<file path="src/rtl/tpm_pkg.sv">
// Shared types for the triple-ported memory and its request queues.
// Provides the address/data widths and the packed request word
// {addr, data, wen} that matches the memory's internal request packing.
package tpm_pkg;

  localparam int unsigned TPM_ADDR_W = 12;
  localparam int unsigned TPM_DATA_W = 16;
  localparam int unsigned TPM_REQ_W  = TPM_ADDR_W + TPM_DATA_W + 1;

  typedef struct packed {
    logic [TPM_ADDR_W-1:0] addr;
    logic [TPM_DATA_W-1:0] data;
    logic                  wen;
  } tpm_req_t;

endpackage

</file>
<file path="src/rtl/req_fifo_storage.sv">
// Register array backing the port request queue.
// Ports:
//   clk      - clock, rising edge
//   wr_en    - write wr_data into slot wr_ptr this cycle
//   wr_ptr   - write slot index
//   wr_data  - request word to store
//   rd_ptr   - read slot index
//   rd_data  - request word at rd_ptr (combinational read)
// Pointer, occupancy and handshake control live in the parent.
module req_fifo_storage
  import tpm_pkg::*;
#(
  parameter int unsigned DEPTH = 4
) (
  input  logic                     clk,
  input  logic                     wr_en,
  input  logic [$clog2(DEPTH)-1:0] wr_ptr,
  input  tpm_req_t                 wr_data,
  input  logic [$clog2(DEPTH)-1:0] rd_ptr,
  output tpm_req_t                 rd_data
);

  tpm_req_t slots [DEPTH];

  // Data slots carry no reset; the parent masks them whenever the queue is empty.
  always_ff @(posedge clk) begin
    if (wr_en) begin
      slots[wr_ptr] <= wr_data;
    end
  end

  assign rd_data = slots[rd_ptr];

endmodule

</file>
<file path="src/rtl/port_request_queue.sv">
// Per-port request buffer in front of one port of the triple-ported memory.
// Accepts requests over valid/ready, stores them in a DEPTH-entry FIFO and
// presents the head on the memory port, holding it while freeze_inputs=1.
// Ports:
//   clk, reset                          - clock, synchronous active-high reset
//   req_addr/req_data/req_wen/req_valid - upstream request
//   req_ready                           - queue can accept this cycle
//   freeze_inputs                       - memory ignores its port inputs this cycle
//   mem_addr/mem_data_in/mem_wen        - head request toward the memory
//   mem_valid                           - head request valid
//   count                               - current occupancy
// Optional build macro PORT_REQ_QUEUE_FALLTHROUGH_EN: when empty and not frozen,
// a valid request is routed straight to mem_* in the same cycle without being stored.
module port_request_queue
  import tpm_pkg::*;
#(
  parameter int unsigned DEPTH  = 4,
  parameter int unsigned ADDR_W = TPM_ADDR_W,
  parameter int unsigned DATA_W = TPM_DATA_W
) (
  input  logic                       clk,
  input  logic                       reset,
  input  logic [ADDR_W-1:0]          req_addr,
  input  logic [DATA_W-1:0]          req_data,
  input  logic                       req_wen,
  input  logic                       req_valid,
  output logic                       req_ready,
  input  logic                       freeze_inputs,
  output logic [ADDR_W-1:0]          mem_addr,
  output logic [DATA_W-1:0]          mem_data_in,
  output logic                       mem_wen,
  output logic                       mem_valid,
  output logic [$clog2(DEPTH+1)-1:0] count
);

  localparam int unsigned CNT_W = $clog2(DEPTH + 1);
  localparam int unsigned PTR_W = $clog2(DEPTH);

  logic [CNT_W-1:0] count_q;
  logic [PTR_W-1:0] wr_ptr;
  logic [PTR_W-1:0] rd_ptr;
  logic             empty;
  logic             bypass;
  logic             push;
  logic             pop;
  tpm_req_t         wr_data;
  tpm_req_t         head;

  assign empty = (count_q == '0);

`ifdef PORT_REQ_QUEUE_FALLTHROUGH_EN
  // Empty queue and a capturing memory: hand the request straight through.
  assign bypass = empty & req_valid & ~freeze_inputs & ~reset;
`else
  assign bypass = 1'b0;
`endif

  // Ready depends only on occupancy and reset, never on freeze_inputs.
  assign req_ready = (count_q != CNT_W'(DEPTH)) & ~reset;
  assign push      = req_valid & req_ready & ~bypass;
  assign pop       = ~empty & ~freeze_inputs;

  assign wr_data.addr = TPM_ADDR_W'(req_addr);
  assign wr_data.data = TPM_DATA_W'(req_data);
  assign wr_data.wen  = req_wen;

  req_fifo_storage #(.DEPTH(DEPTH)) u_storage (
    .clk     (clk),
    .wr_en   (push),
    .wr_ptr  (wr_ptr),
    .wr_data (wr_data),
    .rd_ptr  (rd_ptr),
    .rd_data (head)
  );

  // Pointers and occupancy; pointers wrap by explicit compare so DEPTH need not be a power of two.
  always_ff @(posedge clk) begin
    if (reset) begin
      count_q <= '0;
      wr_ptr  <= '0;
      rd_ptr  <= '0;
    end else begin
      if (push) begin
        wr_ptr <= (wr_ptr == PTR_W'(DEPTH - 1)) ? '0 : wr_ptr + PTR_W'(1);
      end
      if (pop) begin
        rd_ptr <= (rd_ptr == PTR_W'(DEPTH - 1)) ? '0 : rd_ptr + PTR_W'(1);
      end
      case ({push, pop})
        2'b10:   count_q <= count_q + CNT_W'(1);
        2'b01:   count_q <= count_q - CNT_W'(1);
        default: count_q <= count_q;
      endcase
    end
  end

  // Memory-side request: bypassed request, else head entry, else zeros.
  always_comb begin
    mem_valid   = 1'b0;
    mem_addr    = '0;
    mem_data_in = '0;
    mem_wen     = 1'b0;
    if (bypass) begin
      mem_valid   = 1'b1;
      mem_addr    = req_addr;
      mem_data_in = req_data;
      mem_wen     = req_wen;
    end else if (!empty) begin
      mem_valid   = 1'b1;
      mem_addr    = ADDR_W'(head.addr);
      mem_data_in = DATA_W'(head.data);
      mem_wen     = head.wen;
    end
  end

  assign count = count_q;

endmodule
</file>
<file path="config.mk">
export PLATFORM = sky130hd
export DESIGN_NAME = port_request_queue
export DESIGN_NICKNAME = d
export VERILOG_FILES = /design/src/rtl/tpm_pkg.sv /design/src/rtl/req_fifo_storage.sv /design/src/rtl/port_request_queue.sv
export SDC_FILE = /design/constraint.sdc
export NUM_CORES = 1
export LEC_CHECK = 0
export CAP_MARGIN = 20
export CORE_MARGIN = 2
export CORE_UTILIZATION = 50
export DETAILED_ROUTE_END_ITERATION = 10
export GPL_ROUTABILITY_DRIVEN = 0
export PLACE_DENSITY = 0.74
export SETUP_SLACK_MARGIN = 0.3
export SYNTH_ARGS = -nofsm -noshare
export SYNTH_HDL_FRONTEND = slang
export SYNTH_HIERARCHICAL = 1
export SYNTH_SLANG_ARGS = --single-unit
</file>
<file path="constraint.sdc">
create_clock -name clk -period 7.4 [get_ports clk]
set_clock_uncertainty 0.1 [all_clocks]
set_input_delay 1.48 -clock clk [delete_from_list [all_inputs] [get_ports clk]]
set_output_delay 1.48 -clock clk [all_outputs]
set_load 0.05 [all_outputs]
</file>
Word level (Yosys, flattened, before mapping)
Memory sizes are Yosys's and may differ from the RTL's. A register that Yosys moved wholly into a read port is not among the register bits.
Index checks and enable logic that the tools add are counted.
{"block": "word_totals", "wordCells": 32, "mem_count": 1, "regBits": 7, "ram_bits": 116}
{"memory": "u_storage.slots", "depth": 4, "word_bits": 29, "rd": 1, "rd_clocked_by_memory_dff": 1, "write_ports": 1, "line_no": "req_fifo_storage.sv:23", "rtl": "tpm_req_t slots [DEPTH];"}
{"block": "classes", "muxes": 11, "addsub": 4, "bitwise_logic": 6, "n_reduce_logical": 2, "n_eq_ne": 5}
{"operator": "$mux 16", "n": 1}
{"operator": "$mux 12", "n": 1}
{"operator": "$mux 2", "n": 4}
{"operator": "$eq 2x2->1 const B", "n": 3}
{"operator": "$pmux 3 s2", "n": 1}
{"operator": "$add 2x1->2 const B", "n": 2}
{"operator": "$mux 1", "n": 4}
{"operator": "$add 3x1->3 const B", "n": 1}
{"operator": "$and 1x1->1", "n": 3}
{"operator": "$logic_not 3->1", "n": 1}
{"operator": "$ne 3x3->1 const B", "n": 1}
{"operator": "$not 1->1", "n": 3}
{"operator": "$sub 3x1->3 const B", "n": 1}
{"operator": "$eq 2x1->1 const B", "n": 1}
{"operator": "$reduce_bool 2->1", "n": 1}

Longest topological paths before layout
{"block": "logic_depth", "ltp_word": 5, "ltp_mapped": 9, "ltp_nobuf": 9}

Modules after synthesis
The synthesis kept the hierarchy.
{"module": "req_fifo_storage", "n_inst": 1, "seq_area_each_um2": 3483.3, "cells_each": 155, "area_each_um2": 4224.1}
{"module": "port_request_queue", "n_inst": 1, "seq_area_each_um2": 140.1, "cells_each": 74, "area_each_um2": 590.6}

Worst setup path after synthesis
OpenSTA, ideal clock, no wires.
{"block": "synth_timing", "path_type": "in2reg", "from": "input port reset", "to": "memory u_storage/slots[0][0] (netlist bit) (enable)", "slack_ns": 2.658, "setup_ns": 0.457, "required_ns": 6.843, "cell_stages": 3, "arrival_time_ns": 4.184, "path_cell_list": "clkbuf_1 nor3b_4 nor3b_1"}
{"block": "synth_via", "elab_chain_cells": 5}
{"item": "from (decl)", "line_no": "port_request_queue.sv:22", "rtl": "input logic reset,"}
{"item": "$not 1->1", "line_no": "port_request_queue.sv:59", "rtl": "assign req_ready = (count_q != CNT_W'(DEPTH)) & ~reset;"}
{"item": "$and 1x1->1", "line_no": "port_request_queue.sv:59"}
{"item": "$and 1x1->1", "line_no": "port_request_queue.sv:60", "rtl": "assign push = req_valid & req_ready & ~bypass;"}
{"item": "named net push", "line_no": "port_request_queue.sv:44", "rtl": "logic push;"}
{"item": "$mux 1", "line_no": "req_fifo_storage.sv:27", "rtl": "if (wr_en) begin"}
{"item": "$mux 1 (not written as such)", "line_no": "req_fifo_storage.sv:28", "rtl": "slots[wr_ptr] <= wr_data;"}
{"item": "to (decl)", "line_no": "req_fifo_storage.sv:23"}
The timed path passes the listed nets, and every way through them passes these cells.

Worst setup path in the final report
{"block": "layout_timing", "from": "input port reset", "to": "output port req_ready"}
{"block": "layout_via", "elab_chain_cells": 2}
{"item": "$not 1->1", "line_no": "port_request_queue.sv:59"}
{"item": "$and 1x1->1", "line_no": "port_request_queue.sv:59"}
{"item": "to (decl)", "line_no": "port_request_queue.sv:27", "rtl": "output logic req_ready,"}
Every way passes these cells.

==> metrics.yaml <==
antenna_found_initial: 0
syn_avg_cell_area_um2: 21.02
syn_area_um2: 4815
peakVddDrop_mv: 0.2002
diodes: 0
postCtsSetupBuffers: 0
postRouteAntennaNets: 0
path_cells: "clkdlybuf4s50_1 -> nor2_1 -> clkdlybuf4s50_1"
crit_path_start_kind: "input port"
yosys.cell_count.top_type: "edfxtp_1"
timing.final.crit_share: 0.6283
ios: 67
hold_buffers: 0
htree_levels: 4
final-max-slew-violation-count: 0
worst_hold_slack_ns: 0.4972
synth_top_area_frac: 0.7235
crit_path_max_fanout: 9
synthFlopType: "edfxtp_1"
crit_required_ns: 5.82
die_x_um: 102.1
cp_slowest_cell: "clkdlybuf4s50_1"
fin_crit_ns: 4.650
status: "finished clean"
crit-reg2reg-launch: "count[0]"
clk_pin_slew_ns: 0.06
synth_largest_area_cell: "edfxtp_1"
setup_viol: 0
hold_end: "count[2]"
ff2ff_path_depth: 5
fmax_ghz: 0.2151
worst_slew_pin_slew_ns: 0.8346
rr_endpoint: "u_storage/slots[0][2]"
min_path_type: "register to register"
routed_via_density: 5.271
leakagePower_uw: 0.001995
grt.total_usage: 0.1752
worst_path_largest_cell_delay_ns: 0.81
whs_path_depth: 2
first_pass_iters: 4
arrival_ns: 3.07
nets: 345
gr-total-overflow: 0
numCtsBuffers: 17
clockRootBuffer: "clkbuf_8"
end_kind: "output port"
synth_area_leaders: "edfxtp_1 72%, mux4_2 13%, nor2b_1 4.0%"
cts_resized: 0
wl_per_cell_um: 18.37
synth_common_cells: "116 x edfxtp_1, 31 x nor2b_1, 28 x mux4_2, 7 x dfxtp_1, 6 x nor2_1"
first_global_vias: 2425
synthCells: 229
power.density_nw_per_um2: 410.1
core-area_um2: 9284
async_reset_ff_frac: 0
vias: 2372
clock-sinks: 123
io_buffers: 66
synth_seq_cells: 123
critical_path_class: "input port to output port"
slew_headroom: 0.4436
synthDistinctLibCells: 27
drc: 0
grt_max_degree: 32
worstSkewPairLatency_ns: 0.51
rsz0062_at_grt: "false"
synth_edf_count: 116
tritoncts: "done"
start_util: 0.5186
die_y_um: 102.1
min_from: "count[2]"
drtIter0Drc: 97
grt_first_pass_wirelength_mm: 12.85
final.setup.tns_ns: 0
dp_hpwl_mm: 4.688
worst_path_most_repeated_cell: "clkdlybuf4s50_1"
maxCapViolCount: 0
yosysWarnings: 6
ys_seq_area_frac: 0.7526
area_delta_synth_final_pct: 28.56
die_area_um2: 10430
synth_fp_nets: 266
hold_viol: 0
clockBufferDepth: 2
layout-drive-gt1-share: 0.2150
routed_wl_mm: 8.268
rows: 35
r2r_slack_ns: 5.03
==> registers in the layout, indices dropped and copies added (netlist names) <==
name and count:
wr_ptr 2, rd_ptr 2, count 3, u_storage/slots 116
==> layout make-up <==
cell class                 instances  area (um^2)
clock inverter                    13        151.4
inverter                           5        18.77
fill                             641         3094
clock buffer                      19        421.7
timing repair buffer              70        694.4
multi-input combinational         91         1116
sequential                       123         3626
tap                              129        161.4
==> worst max-delay path by stage <==
stage,startpoint,end,slack (ns),cells past startpoint
final,reset,req_ready,2.75,3
after global routing,rd_ptr[0],mem_data_in[3],2.62,4
after CTS,reset,req_ready,2.73,3
after detailed placement,reset,req_ready,2.74,3
after global placement,reset,req_ready,2.74,3
after floorplan,reset,u_storage/slots[0][0],2.66,3
==> worst max-delay path, delay by kind of cell <==
| kind | cells | cell delay, ns |
|---|---|---|
| and+or+nand+nor | 1 | 0.17 |
| buffers and inverters | 2 | 1.42 |
==> layer usage <==
metal  vias to the layer above  track usage  wire length [um]
li1                       1077            -                 -
met1                      1228       0.2175              3461
met2                        56       0.2839              4357
met3                        11      0.05882               345
met4                         0      0.07692               104
met5                         -            0                 0
==> logic make-up (layout without fill, tap and decap cells) <==
family                     Yosys count  count (layout)  share of synthesized area
AOI/OAI and AO/OA                    7               7                   0.007276
xor gates and xnor gates             2               2                   0.003639
adders and majority gates            4               4                    0.01196
buffers and inverters               15             107                    0.01871
DFF                                123             123                     0.7526
muxes                               31              31                     0.1411
and+or+nand+nor                     47              47                    0.06471
==> metrics by stage <==
step | cells | worst slack [ns] | util | power (uW) | instance area (um^2)
CTS | 449 | 2.734 | 0.6655 | 2569 | 6178
global route | 450 | 2.625 | 0.6667 | 2642 | 6190
floorplan | 229 | 2.658 | - | 1496 | 4815
detailed placement | 417 | 2.736 | 0.6038 | 1777 | 5605
global placement | 417 | 2.740 | 0.6038 | 1768 | 5605
finish | 450 | 2.750 | 0.6667 | 2539 | 6190
==> placed cells by master, fill, tap and decap left out, types with 2 or more instances in the layout <==
| master | count |
|---|---|
| nor2_1 | 6 |
| bufinv_16 | 3 |
| a21oi_1 | 4 |
| clkinv_4 | 3 |
| mux2_1 | 2 |
| buf_4 | 3 |
| clkdlybuf4s50_1 | 66 |
| o21ai_0 | 3 |
| ha_1 | 3 |
| xor2_1 | 2 |
| clkbuf_16 | 16 |
| nor3b_2 | 2 |
| inv_1 | 5 |
| clkinv_1 | 2 |
| dfxtp_1 | 5 |
| clkbuf_1 | 2 |
| and3b_2 | 2 |
| dfxtp_2 | 2 |
| mux4_2 | 28 |
| nor2b_1 | 31 |
| edfxtp_1 | 116 |
| clkinv_2 | 4 |
==> where the power goes <==
group	switching, uW	total [uW]	leakage, uW	internal, uW
Sequential	44.0	861	0.00111	817
Combinational	559	890	0.000603	330
Clock	279	788	0.000280	508
Total	883	2540	0.00199	1660
Note: power is estimated with default switching activity, not from simulation.
